<file path="src/rtl/fifo_axis_rd_ctrl.sv">
// Read-side controller for the async FIFO: drains words into a 2-entry skid buffer
// and frames them as an AXI-stream master, flushing short packets after a data stall.
module fifo_axis_rd_ctrl #(
    parameter int DATA_WIDTH = 16,
    parameter int LEN_WIDTH  = 16,
    parameter int TO_WIDTH   = 16
) (
    input  logic                  clk,
    input  logic                  rstn,
    input  logic                  enable,
    input  logic [LEN_WIDTH-1:0]  pkt_len,
    input  logic [TO_WIDTH-1:0]   timeout,
    input  logic                  fifo_empty,
    output logic                  fifo_rd_en,
    input  logic [DATA_WIDTH-1:0] fifo_rd_data,
    output logic [DATA_WIDTH-1:0] m_axis_tdata,
    output logic                  m_axis_tvalid,
    input  logic                  m_axis_tready,
    output logic                  m_axis_tlast,
    output logic                  busy,
    output logic [31:0]           pkt_cnt,
    output logic [31:0]           short_pkt_cnt
);

    logic                  inflight_p0;
    logic [DATA_WIDTH-1:0] head_p1, tail_p1;
    logic [1:0]            occ_p1;
    logic [LEN_WIDTH-1:0]  beat_cnt_q, len_q;
    logic [TO_WIDTH-1:0]   timer_q;
    logic                  flush_q;
    logic                  held_q, last_cmt_q, short_cmt_q;

    logic                  head_vld, last_match, last_flush, vld;
    logic                  last_sel, short_sel, accept, hold_cond;
    logic [LEN_WIDTH-1:0]  len_eff;
    logic [1:0]            level;

    assign len_eff    = (pkt_len == '0) ? LEN_WIDTH'(1) : pkt_len;
    assign level      = occ_p1 + {1'b0, inflight_p0};
    assign fifo_rd_en = rstn & enable & ~fifo_empty & (level < 2'd2);

    assign head_vld   = (occ_p1 != 2'd0);
    assign last_match = (beat_cnt_q == len_q - LEN_WIDTH'(1));
    assign last_flush = flush_q & (occ_p1 == 2'd1) & ~inflight_p0;
    assign hold_cond  = (occ_p1 == 2'd1) & ~inflight_p0 & ~last_match & ~flush_q;

    // A lone head waits for a successor (or length match / flush) so its tlast is known.
    assign vld        = head_vld & (held_q | (occ_p1 == 2'd2) | inflight_p0 | last_match | flush_q);
    assign last_sel   = held_q ? last_cmt_q  : (last_match | last_flush);
    assign short_sel  = held_q ? short_cmt_q : (last_flush & ~last_match);
    assign accept     = vld & m_axis_tready;

    assign m_axis_tvalid = vld;
    assign m_axis_tdata  = head_p1;
    assign m_axis_tlast  = vld & last_sel;
    assign busy          = head_vld | inflight_p0;

    // p0 -> p1: read data lands one cycle after the read; capture and pop may coincide.
    always_ff @(posedge clk or negedge rstn) begin
        if (!rstn) begin
            inflight_p0 <= 1'b0;
            head_p1     <= '0;
            tail_p1     <= '0;
            occ_p1      <= 2'd0;
        end else begin
            inflight_p0 <= fifo_rd_en;
            case ({inflight_p0, accept})
                2'b10: begin
                    if (occ_p1 == 2'd0) head_p1 <= fifo_rd_data;
                    else                tail_p1 <= fifo_rd_data;
                    occ_p1 <= occ_p1 + 2'd1;
                end
                2'b01: begin
                    head_p1 <= tail_p1;
                    occ_p1  <= occ_p1 - 2'd1;
                end
                2'b11: begin
                    if (occ_p1 == 2'd1) begin
                        head_p1 <= fifo_rd_data;
                    end else begin
                        head_p1 <= tail_p1;
                        tail_p1 <= fifo_rd_data;
                    end
                end
                default: ;
            endcase
        end
    end

    // p1 -> stream: framing state; tlast is frozen once a beat is offered and stalled.
    always_ff @(posedge clk or negedge rstn) begin
        if (!rstn) begin
            beat_cnt_q    <= '0;
            len_q         <= '0;
            timer_q       <= '0;
            flush_q       <= 1'b0;
            held_q        <= 1'b0;
            last_cmt_q    <= 1'b0;
            short_cmt_q   <= 1'b0;
            pkt_cnt       <= '0;
            short_pkt_cnt <= '0;
        end else begin
            held_q      <= vld & ~m_axis_tready;
            last_cmt_q  <= last_sel;
            short_cmt_q <= short_sel;
            if ((beat_cnt_q == '0) && (!vld || m_axis_tready))
                len_q <= len_eff;
            timer_q <= hold_cond ? timer_q + TO_WIDTH'(1) : '0;
            if (accept) begin
                flush_q <= 1'b0;
                if (last_sel) begin
                    beat_cnt_q <= '0;
                    pkt_cnt    <= pkt_cnt + 32'd1;
                    if (short_sel)
                        short_pkt_cnt <= short_pkt_cnt + 32'd1;
                end else begin
                    beat_cnt_q <= beat_cnt_q + LEN_WIDTH'(1);
                end
            end else if (hold_cond && (timeout != '0) && (timer_q == timeout - TO_WIDTH'(1))) begin
                flush_q <= 1'b1;
            end
        end
    end

endmodule

</file>
<file path="config.mk">
export PLATFORM = sky130hd
export DESIGN_NAME = fifo_axis_rd_ctrl
export DESIGN_NICKNAME = d
export VERILOG_FILES = /design/src/rtl/fifo_axis_rd_ctrl.sv
export SDC_FILE = /design/constraint.sdc
export NUM_CORES = 1
export LEC_CHECK = 0
export ABC_AREA = 0
export ABC_CLOCK_PERIOD_IN_PS = 9800
export BUFFER_PORTS_ARGS = -buffer_cell sky130_fd_sc_hd__buf_2
export CAP_MARGIN = 10
export CORE_ASPECT_RATIO = 2
export CORE_MARGIN = 2
export CORE_UTILIZATION = 37
export DETAILED_ROUTE_END_ITERATION = 7
export HOLD_SLACK_MARGIN = 0.06
export PLACE_DENSITY = 0.61
export SYNTH_ARGS = -nofsm -noshare
export SYNTH_HDL_FRONTEND = slang
export SYNTH_SLANG_ARGS = --single-unit
</file>
<file path="constraint.sdc">
create_clock -name clk -period 9.8 [get_ports clk]
set_clock_uncertainty 0.2 [all_clocks]
set_input_delay 0.49 -clock clk [delete_from_list [all_inputs] [get_ports clk]]
set_output_delay 0.49 -clock clk [all_outputs]
set_load 0.01 [all_outputs]
</file>
* Yosys cells after proc, flatten, opt, wreduce, memory -nomap -nowiden *
Cells that the tools add are included.

operators by class
  add/sub/neg operators = 9
  magnitude comparators = 1
  equality and inequality tests = 10
  mux-type cells = 14
  bitwise gates (word level) = 24
  reduce and logical (&&, ||, !) cells = 18

operators with widths
  operator                                                              count
  16-bit 2-to-1 mux                                                     7
  32-bit by 1-bit adder with 32-bit output, second input constant       2
  16-bit case mux with 3 select lines                                   1
  16-bit by 1-bit adder with 16-bit output, second input constant       2
  16-bit == test                                                        2
  16-bit zero test                                                      2
  16-bit case mux with 2 select lines                                   1
  16-bit by 1-bit subtractor with 16-bit output, second input constant  2
  16-bit nonzero test                                                   1
  1-bit bitwise AND                                                     13
  2-bit nonzero test                                                    4
  2-bit == test, second input constant                                  3
  2-bit inequality test, second input constant                          3
  1-bit bitwise OR                                                      6
  3-bit AND reduction                                                   2
  1-bit inverter                                                        5
  2-bit by 1-bit == test with 1-bit output, second input constant       2
  1-bit 2-to-1 mux                                                      4
  2-bit case mux with 2 select lines                                    1
  2-bit AND reduction                                                   2
  1-bit logical AND                                                     3
  3-bit nonzero test                                                    1
  2-bit by 1-bit adder with 2-bit output                                1
  2-bit by 1-bit adder with 2-bit output, second input constant         1
  other kinds (5)                                                       5

word-level totals
  register bits after elaboration = 151
  bits of input ports = 53
  output and inout bits = 84
  word-level logic and storage cells = 89

* Longest topological paths before layout *
  depth after elaboration = 10
  mapped depth = 18
  gate-level depth less buffers = 14

* Worst setup path before layout *
No wires, ideal clock.

  path kind = reg-to-reg
  start point = register len_q[0]
  end point = register tail_p1[10]
  setup time = 0.125 ns
  arrival = 4.047 ns
  required time = 9.475 ns
  slack = 5.428 ns
  stages on the path, launching flop included = 16
  buffers on the path = 4
  clock period less this slack = 4.372 ns
  cell sequence = dfrtp_1 > clkbuf_1 > inv_1 > ha_1 > or4b_4 > a211o_1 > a21oi_1 > o2111ai_1 > a211o_1 > o31a_1 > buf_2 > buf_2 > ha_1 > o211ai_1 > clkbuf_1 > mux2_2

on the way
  longest elaborated chain between the ends = 9
  elaborated cells on any way between the ends = 13
  those cells by class = add/sub: 1; eq/ne: 5; mux: 1; bitwise: 4; reduce/logical: 2

ends and longest elaborated chain
  element                                                                       RTL line  source
  start: declaration                                                            28        logic [LEN_WIDTH-1:0] beat_cnt_q, len_q;
  start signal: assignment                                                      107       len_q <= len_eff;
  16-bit by 1-bit subtractor with 16-bit output *                               43        assign last_match = (beat_cnt_q == len_q - LEN_WIDTH'(1));
  16-bit == test *                                                              43
  1-bit bitwise OR * (2 in a row)                                               48        assign vld = head_vld & (held_q | (occ_p1 == 2'd2) | inflight_p0 | last_match | flush_q);
  1-bit bitwise AND *                                                           48
  1-bit bitwise AND *                                                           51        assign accept = vld & m_axis_tready;
  2-bit == test                                                                 67        case ({inflight_p0, accept})
  2-bit inequality test (no source line) or 2-bit nonzero test (tied branches)  --
  3-bit AND reduction (no source line)                                          --
  end signal: assignment                                                        70        else tail_p1 <= fifo_rd_data;
  end signal: assignment                                                        82        tail_p1 <= fifo_rd_data;
  end: declaration                                                              26        logic [DATA_WIDTH-1:0] head_p1, tail_p1;

Mark *: on every way between the ends. The rest lies on a longest branch, timed or not.
A chain may end at the register's enable or synchronous reset.

* Final worst setup path *
  start point = register len_q[2]
  end point = register tail_p1[15]

on the way
  longest elaborated chain between the ends = 9
  elaborated cells on any way between the ends = 13
  those cells by class = add/sub: 1; eq/ne: 5; mux: 1; bitwise: 4; reduce/logical: 2

ends and longest elaborated chain
  element                                                                       RTL line  source
  16-bit by 1-bit subtractor with 16-bit output *                               43
  16-bit == test *                                                              43
  1-bit bitwise OR * (2 in a row)                                               48
  1-bit bitwise AND *                                                           48
  1-bit bitwise AND *                                                           51
  via accept                                                                    34        logic last_sel, short_sel, accept, hold_cond;
  2-bit == test                                                                 67
  2-bit inequality test (no source line) or 2-bit nonzero test (tied branches)  --
  3-bit AND reduction (no source line)                                          --

Mark *: on every way through the listed nets, which the timed path passes. The rest lies on a longest branch.

==> flow_summary_export.csv <==
group,metric,value,unit
critical_path,startpoint_type,"flip-flop",
timing,tns,0,ns
timing,final_hold_viol_count,0,
clocking,clockRootBuffer,"clkbuf_16",
detailed_routing,vias_per_cell,5.19,
finish,antennaDiodeCount,0,
critical_path,crit_type,"reg -> reg",
critical_path,path_buf_inv,3,
finish,fill_cells,2149,
detailed_routing,vias,6395,
floorplanning,io_pins,137,
global_routing,grt_pass1_vias,6458,
finish,final_nets,1013,
logic_synthesis,synth_area_leaders,"dfrtp_1, xnor2_1, xor2_1",
flow_run,maxCapViolations,0,
global_routing,grt_max_degree,67,
global_routing,antenna_found_initial,0,
critical_path,cp.required,9.91,ns
hold_path,hold_class,"in -> reg",
pwr,p_leak,0.00441,µW
timing,setup_viol,0,
timing,max-slew-margin-rel,43.1,%
logic_synthesis,syn_avg_cell_area,9.94,µm²
detailed_routing,wire_per_inst,16.3,µm
finish,drive_above_1_share,23.5,%
timing,rsz0062_at_grt,"false",
placement,io_buffer_count,136,
critical_path,end_kind,"flip-flop",
logic_synthesis,synth_edf_count,0,
floorplanning,core_area,21400,µm²
pwr,ir_worst_vdd,0.000113,V
clocking,clk_pin_slew,0.07,ns
timing,max_clock_freq,237,MHz
logic_synthesis,synthTopCellsByCount,"dfrtp_1, nor2_1, xnor2_1",
floorplanning,initial_core_util,37.5,%
critical_path,rrSetupSlack,5.57,ns
pwr,pwr-share-clk,34.6,%
logic_synthesis,ys_ff_latch,151,
timing,min_period,4.23,ns
detailed_routing,ant_nets,0,
critical_path,cpPeakStageDelay,0.65,ns
logic_synthesis,ys_types,64,
timing,finalMaxSlewViolations,0,
logic_synthesis,yosysWarnings,0,
timing,finalCritPeriodShare,43.1,%
detailed_routing,firstDrtPassIters,4,
pwr,seqPwrFrac,42.8,%
pwr,swShare,32.6,%
floorplanning,chipWidth,108,µm
clocking,cts_sinks,151,
clocking,cts_buffers,17,
timing,whs,0.0845,ns
clocking,cts_tree,"yes",
clocking,post_cts_buffers,0,
clocking,hold_buffers,2,
logic_synthesis,yosysTopAreaCell,"dfrtp_1",
pwr,p_sw,600,µW
logic_synthesis,seq_area_frac_synth,47.0,%
detailed_routing,drt_iter0_drc,245,
logic_synthesis,async_reset_ff_share,100,%
detailed_routing,drc_errors,0,
critical_path,crit_chain,"nor3_2 > nand2_1 > or4_1 > a32oi_1 > and2_2 > o31a_1 > buf_4 > inv_1 > ha_1 > o211ai_1 > buf_4 > mux2_2",
pwr,power,1840,µW
finish,fin_util,44.8,%
logic_synthesis,syn_nets,875,
floorplanning,num_rows,76,
finish,register_area,3780,µm²
critical_path,cp_common_cell,"buf_4",
global_routing,grtUsageTotal,18.2,%
clocking,cts_max_path_buffers,2,
pwr,pwr_density_cell,192,nW/µm²
pwr,p_int,1240,µW
finish,multi_input_area,4040,µm²
status,status,"finished, final reports clean",
clocking,htreeDepth,4,
floorplanning,die_h,212,µm
pwr,combPwrFrac,22.6,%
logic_synthesis,netlist_area,8030,µm²
timing,worstMarginPinSlew,0.854,ns
logic_synthesis,synth_ff_type,"dfrtp_1",
critical_path,cp_slowest_cell,"nor3_2",
placement,gp_congestion,0.839,
logic_synthesis,syn_inst,808,
finish,area_growth,19.4,%
clocking,clk_latency,0.43,ns
logic_synthesis,yosys.area.top_type_share,47.0,%
placement,postPlaceCellArea,9000,µm²
placement,dp_hpwl,14900,µm
critical_path,cp.arrival,4.34,ns
clocking,cts_resized,0,
global_routing,grt_overflow_total,0,
floorplanning,die_area,23000,µm²
critical_path,cp_top_family,"simple AND/OR/NAND/NOR gates",
logic_synthesis,post-synth-top-count-cell,"dfrtp_1",
finish,stdcell_area,9590,µm²
global_routing,grt_pass1_wl,32700,µm
critical_path,crit_fanout,23,
detailed_routing,wl,20000,µm
[state kept, by name (all words and copies together) (netlist names)]
signal         count
beat_cnt_q        16
flush_q            1
held_q             1
inflight_p0        1
last_cmt_q         1
len_q             16
m_axis_tdata      16
occ_p1             2
pkt_cnt           32
short_cmt_q        1
short_pkt_cnt     32
tail_p1           16
timer_q           16
[layout by cell type, fill, tap and decap left out, drive strengths merged, types with 4 or more instances in the layout]
| cell | n |
|---|---|
| clkbuf | 18 |
| inv | 35 |
| nor3b | 4 |
| o21ai | 18 |
| nor4 | 12 |
| or3 | 5 |
| nand3 | 45 |
| nand3b | 4 |
| a21oi | 35 |
| nor2 | 84 |
| a21o | 6 |
| xor2 | 49 |
| a211oi | 4 |
| a31oi | 7 |
| o31ai | 5 |
| ha | 14 |
| nand2b | 4 |
| a22oi | 17 |
| dfrtp | 151 |
| and2 | 5 |
| nor2b | 6 |
| or4 | 6 |
| nand2 | 67 |
| buf | 144 |
| and3 | 16 |
| nor3 | 26 |
| nand4 | 21 |
| mux2 | 33 |
| xnor2 | 71 |
[worst reg2reg max path, cell delays in order (launching register included)]
cell,delay (ns)
dfrtp_1,0.48
nor3_2,0.65
nand2_1,0.11
or4_1,0.50
a32oi_1,0.31
and2_2,0.27
o31a_1,0.14
buf_4,0.27
inv_1,0.13
ha_1,0.24
o211ai_1,0.18
buf_4,0.27
mux2_2,0.38
[stage by stage]
stage / setup WS (ns) / instances
6_report: 5.57 / 1232
5_1_grt: 5.19 / 1232
4_1_cts: 5.56 / 1232
3_5_place_dp: 5.64 / 1198
3_3_place_gp: 5.68 / 1198
2_1_floorplan: 5.43 / 808
[power groups by stage]
stage | logic [µW] | clock network, µW | registers, µW
3_3_place_gp | 413 | 0 | 798
4_1_cts | 421 | 655 | 788
6_report | 416 | 638 | 789
5_1_grt | 466 | 685 | 800
3_5_place_dp | 420 | 0 | 798
2_1_floorplan | 265 | 0 | 793
[logic make-up after synthesis]
group,share of synthesized area [%]
buffers and inverters,2.76
adders and majority gates,2.18
muxes,5.00
AOI/OAI and AO/OA,9.89
and+or+nand+nor,20.0
DFF,47.0
xor gates and xnor gates,13.1
[layout make-up]
type | count | share of cell area, %
well taps | 273 | 3.56
flip-flops and latches | 151 | 39.4
repair buffers | 146 | 8.00
multi-input cells | 603 | 42.1
clock buffers | 18 | 4.47
inverters | 27 | 1.06
clock inverters | 14 | 1.44
[metal layers]
metal	global-route usage (%)	wire length, µm
met5	0	0
met4	7.69	481
met3	3.03	633
met2	34.3	11300
met1	19.7	7580
[final timing paths]
check                               from          end  cells past startpoint
setup / recovery                len_q[2]  tail_p1[15]                     12
hold / removal             m_axis_tready       held_q                      2
setup reg to reg                len_q[2]  tail_p1[15]                     12
hold reg to reg              pkt_cnt[31]  pkt_cnt[31]                      1
max in group asynchronous           rstn  timer_q[15]                      4
min in group asynchronous           rstn    len_q[12]                      2
Note: power is estimated with default switching activity, not from simulation.
